==> src/rtl/cache_axi_pkg.sv <==
// Shared types and helpers for the instruction-cache SRAM-to-AXI bridge.
// Holds the bridge FSM encoding, SRAM-like size codes and the write-strobe decode.
package cache_axi_pkg;

  typedef enum logic [2:0] {
    IDLE = 3'd0,
    AR   = 3'd1,
    R    = 3'd2,
    AW_W = 3'd3,
    B    = 3'd4
  } bridge_state_t;

  localparam logic [1:0] SIZE_B = 2'd0;
  localparam logic [1:0] SIZE_H = 2'd1;
  localparam logic [1:0] SIZE_W = 2'd2;

  // Size 3 is not a legal SRAM-like size; it falls back to a full word.
  function automatic logic [3:0] size_to_strb(input logic [1:0] size,
                                              input logic [1:0] addr_lo);
    logic [3:0] strb;
    case (size)
      SIZE_B:  strb = 4'b0001 << addr_lo;
      SIZE_H:  strb = 4'b0011 << {addr_lo[1], 1'b0};
      default: strb = 4'b1111;
    endcase
    return strb;
  endfunction

endpackage

==> src/rtl/sram_axi_bridge.sv <==
// Turns the I-cache SRAM-like port into single-beat AXI reads/writes, one in flight.
// Read data returns combinationally on the R handshake cycle; valids hold until accepted.
module sram_axi_bridge
  import cache_axi_pkg::*;
#(
  parameter int ADDR_WIDTH = 32,
  parameter int DATA_WIDTH = 32
) (
  input  logic                    clk,
  input  logic                    rst,
  input  logic                    sram_req,
  input  logic                    sram_wr,
  input  logic [1:0]              sram_size,
  input  logic [ADDR_WIDTH-1:0]   sram_addr,
  input  logic [DATA_WIDTH-1:0]   sram_wdata,
  output logic [DATA_WIDTH-1:0]   sram_rdata,
  output logic                    sram_addr_ok,
  output logic                    sram_data_ok,
  output logic [ADDR_WIDTH-1:0]   araddr,
  output logic [2:0]              arsize,
  output logic                    arvalid,
  input  logic                    arready,
  input  logic [DATA_WIDTH-1:0]   rdata,
  input  logic                    rvalid,
  output logic                    rready,
  output logic [ADDR_WIDTH-1:0]   awaddr,
  output logic [2:0]              awsize,
  output logic                    awvalid,
  input  logic                    awready,
  output logic [DATA_WIDTH-1:0]   wdata,
  output logic [DATA_WIDTH/8-1:0] wstrb,
  output logic                    wvalid,
  input  logic                    wready,
  input  logic                    bvalid,
  output logic                    bready
);

  bridge_state_t           state_q, state_d;
  logic                    aw_done_q, aw_done_d;
  logic                    w_done_q, w_done_d;
  logic                    wr_q, wr_d;
  logic [1:0]              size_q, size_d;
  logic [ADDR_WIDTH-1:0]   addr_q, addr_d;
  logic [DATA_WIDTH-1:0]   wdata_q, wdata_d;
  logic                    aw_hs, w_hs;

  always_ff @(posedge clk) begin
    if (rst) begin
      state_q   <= IDLE;
      aw_done_q <= 1'b0;
      w_done_q  <= 1'b0;
      wr_q      <= 1'b0;
      size_q    <= '0;
      addr_q    <= '0;
      wdata_q   <= '0;
    end else begin
      state_q   <= state_d;
      aw_done_q <= aw_done_d;
      w_done_q  <= w_done_d;
      wr_q      <= wr_d;
      size_q    <= size_d;
      addr_q    <= addr_d;
      wdata_q   <= wdata_d;
    end
  end

  always_comb begin
    state_d      = state_q;
    aw_done_d    = aw_done_q;
    w_done_d     = w_done_q;
    wr_d         = wr_q;
    size_d       = size_q;
    addr_d       = addr_q;
    wdata_d      = wdata_q;
    sram_addr_ok = 1'b0;
    sram_data_ok = 1'b0;
    sram_rdata   = '0;
    arvalid      = 1'b0;
    rready       = 1'b0;
    awvalid      = 1'b0;
    wvalid       = 1'b0;
    bready       = 1'b0;
    aw_hs        = 1'b0;
    w_hs         = 1'b0;
    case (state_q)
      IDLE: begin
        sram_addr_ok = sram_req;
        if (sram_req) begin
          wr_d    = sram_wr;
          size_d  = sram_size;
          addr_d  = sram_addr;
          wdata_d = sram_wdata;
          state_d = sram_wr ? AW_W : AR;
        end
      end
      AR: begin
        arvalid = 1'b1;
        if (arready) state_d = R;
      end
      R: begin
        rready = 1'b1;
        if (rvalid) begin
          sram_data_ok = 1'b1;
          sram_rdata   = rdata;
          state_d      = IDLE;
        end
      end
      AW_W: begin
        awvalid = !aw_done_q;
        wvalid  = !w_done_q;
        aw_hs   = awvalid && awready;
        w_hs    = wvalid && wready;
        // Address and data channels are independent; B waits for whichever finishes last.
        if ((aw_done_q || aw_hs) && (w_done_q || w_hs)) begin
          aw_done_d = 1'b0;
          w_done_d  = 1'b0;
          state_d   = B;
        end else begin
          aw_done_d = aw_done_q || aw_hs;
          w_done_d  = w_done_q || w_hs;
        end
      end
      B: begin
        bready = 1'b1;
        if (bvalid) begin
          sram_data_ok = 1'b1;
          state_d      = IDLE;
        end
      end
      default: state_d = IDLE;
    endcase
  end

  assign araddr = addr_q;
  assign arsize = {1'b0, size_q};
  assign awaddr = addr_q;
  assign awsize = {1'b0, size_q};
  assign wdata  = wdata_q;
  assign wstrb  = size_to_strb(size_q, addr_q[1:0]);

endmodule
==> config.mk <==
export PLATFORM = sky130hd
export DESIGN_NAME = sram_axi_bridge
export DESIGN_NICKNAME = d
export VERILOG_FILES = /design/src/rtl/cache_axi_pkg.sv /design/src/rtl/sram_axi_bridge.sv
export SDC_FILE = /design/constraint.sdc
export NUM_CORES = 1
export LEC_CHECK = 0
export ABC_AREA = 1
export CORE_MARGIN = 8
export CORE_UTILIZATION = 36
export DETAILED_ROUTE_END_ITERATION = 12
export HOLD_SLACK_MARGIN = 0.1
export PLACE_DENSITY = 0.86
export SYNTH_ARGS = -nofsm -noshare
export SYNTH_HDL_FRONTEND = slang
export SYNTH_SLANG_ARGS = --single-unit
==> constraint.sdc <==
create_clock -name clk -period 3.45 [get_ports clk]
set_input_delay 0.69 -clock clk [delete_from_list [all_inputs] [get_ports clk]]
set_output_delay 0.69 -clock clk [all_outputs]
set_load 0.05 [all_outputs]
==> summary.md <==
| Metric | Value |
|---|---|
| Clock transition at the registers of the reported paths | 0.08 ns |
| CTS tree | built |
| Clock network latency to the later pin of the worst-skew pair | 0.34 ns |
| Setup bufs post-CTS | 0 |
| Fillcell total | 662 |
| CP Capture Type | output pin |
| Max-slew violation count | 0 |
| Resized cells post-CTS | 0 |
| Area delta synth->final | 85.33% |
| Capturing point of the worst reg2reg path | wdata[7]$_SDFFE_PP0P_ |
| Post-route DRC | 0 |
| PwrDens | 746.1 nW/um^2 |
| Total global-route track usage | 19.14% |
| Dpl hpwl | 10070 um |
| Synthesized flop and latch total | 71 |
| Max-Cap Viols | 0 |
| CTS Sinks | 71 |
| Tmin final | 2.787 ns |
| Gate count of the mapped netlist | 454 |
| Final hold vios | 0 |
| Antenna violations before repair | 0 |
| Crit Path Max Fanout | 23 |
| Worst Hold End | wdata[20]$_SDFFE_PP0P_ |
| R2R Path Start | state_q[2]$_SDFFE_PP0P_ |
| Vias in the first global route | 3583 |
| Least-Margin Pin Slew | 0.6913 ns |
| Global placement routability congestion | 0.7963 |
| Layout cells sized above 1 | 11.46% |
| Die Area | 12330 um^2 |
| Crit path DAT | 2.10 ns |
| Nets@finish | 766 |
| Final Skew | 0.01534 ns |
| Largest net degree at the start of global routing | 71 |
| Hold Buf Count CTS | 0 |
| Crit path kind | in -> out |
| Hold_sp | wdata[20]$_SDFFE_PP0P_ |
| Row count | 34 |
| Routed WL | 12380 um |
| Finished Core Util | 69.08% |
| Synth warn | 0 |
| Critical Path Start Type | input port |
| DRT antenna net count | 0 |
| Clock power share | 14.8% |
| 1st-pass router iterations | 4 |
| RSZ-0062 raised after global routing | no |
| Die height | 111.0 um |
| Internal Power | 0.002257 W |
| Initial DRC Count | 121 |
| Max rail drop VDD | 0.3935 mV |
| Path depth of the worst reg2reg path | 6 |
| Hold crit path type | reg -> reg |
| Final period util | 80.78% |
| Sw Ratio | 49.78% |
| Slew headroom | 53.91% |
| Grt ovf | 0 |
| Hold Crit Depth | 2 |
| Sw power | 0.002237 W |
| Sequential element share of the synthesized area | 43.73% |
| Pleak | 2.446 nW |
| Htree depth | 3 |
| CTS Buf Count | 9 |
| Fmax | 0.3588 GHz |
| CTS Buffer Depth | 2 |
| TNS Setup | 0 ns |
| Starting Density | 37.27% |
| Mapped Area | 3251 um^2 |
| Critical Path RT | 2.76 ns |
| Avg WL per Cell | 16.05 um |
| Io pins | 252 |
| Die Wd | 111.0 um |
| CP Launch Point | rvalid |
| Avg Cell Area, Syn | 7.160 um^2 |
| Seq pwr share | 25.2% |
| Ant diodes | 0 |
| Global-route wire length before repair | 19560 um |
| Synth cell types | 22 |
| Via-to-Cell Ratio | 4.581 |
| Combinational fraction of design power | 60.0% |
| Status | complete, no violations |
| Via Count | 3532 |
| FF-to-FF setup slack | 1.58 ns |
| Root Driver | clkbuf_8 |
| Core area | 8721 um^2 |
| Final setup viols | 0 |
| I/O Buffers | 249 |
==> cell type report <==
cell class                 count  area [um^2]  share of cell area (%)
clock inverter                 5        57.56                  0.9553
multi-input combinational    276         1232                   20.46
clock buffer                  10        137.6                   2.285
tap                          108        135.1                   2.243
inverter                      48        182.7                   3.032
sequential                    71         1421                   23.59
timing repair buffer         253         2858                   47.44
==> placed cells by master, fill, tap and decap left out, drive strengths merged <==
cell type      instances
a211oi                 2
a21oi                 67
a31oi                  2
buf                   39
bufinv                 1
clkbuf                10
clkdlybuf4s50        214
clkinv                 3
conb                   2
dfxtp                 71
inv                   49
nand2                144
nand3                  3
nand3b                 1
nor2                  45
nor3                   3
o21ai                  7
==> registers in the layout (all words and copies together), names as in the netlist <==
signal     count
wdata         32
araddr        32
w_done_q       1
size_q         2
state_q        3
aw_done_q      1
==> cells in the mapped netlist (all sizes together) <==
cell type	count	area share, %
clkbuf	13	1.5
nor3	3	0.96
nor2	45	5.2
inv	48	5.6
a31oi	2	0.38
a21oi	67	11
buf	47	11
a211oi	2	0.46
nand3	3	0.46
dfxtp	71	44
conb	1	0.12
nand2	144	18
nand3b	1	0.23
o21ai	7	1.1
==> routing by layer <==
| layer | part of all wire (%) | wire, um | GRT usage [%] | up-vias |
|---|---|---|---|---|
| met5 | 0 | 0 | 0 | - |
| met4 | 0.99 | 122 | 4.356 | 0 |
| met3 | 8.4 | 1035 | 6.872 | 8 |
| met2 | 54 | 6673 | 36.29 | 160 |
| met1 | 37 | 4545 | 19.39 | 1604 |
| li1 | - | - | - | 1760 |
==> per-stage QoR <==
stage	power [W]	cell area, um^2	setup slack (ns)	hold WS, ns	instances
floorplan	0.002990	3254	0.4565	0.4715	455
global placement	0.003821	5829	0.7413	0.4509	756
detailed placement	0.003871	5829	0.6735	0.4552	756
CTS	0.004540	6025	0.6196	0.4663	771
global route	0.004714	6025	0.5511	0.4871	771
finish	0.004495	6025	0.6633	0.4660	771
==> worst max-delay path by stage <==
stage	to
after detailed placement	sram_rdata[21]
after CTS	wvalid
after floorplan	sram_rdata[22]
final	sram_rdata[21]
after global routing	sram_rdata[21]
after global placement	sram_rdata[7]
==> cell families after synthesis <==
logic type | share of synthesized area [%]
AOI/OAI and AO/OA | 13.28
buffers and inverters | 18.48
other | 0.1154
and+or+nand+nor | 24.40
DFF | 43.73
==> power groups by stage <==
stage                     Sequential (W)  Clock (W)  Combinational (W)
after floorplan                  0.00166          0            0.00133
after global placement           0.00114          0            0.00268
after detailed placement         0.00115          0            0.00272
after CTS                        0.00114   0.000682            0.00272
after global routing             0.00116   0.000717            0.00284
final                            0.00113   0.000663            0.00270
==> worst max-delay path, stage by stage <==
cell and delay, ns:
clkdlybuf4s50_1 0.47, nand2_1 0.23, buf_4 0.30, nor2_1 0.22
buf_12 0.18
Note: power is estimated with default switching activity, not from simulation.
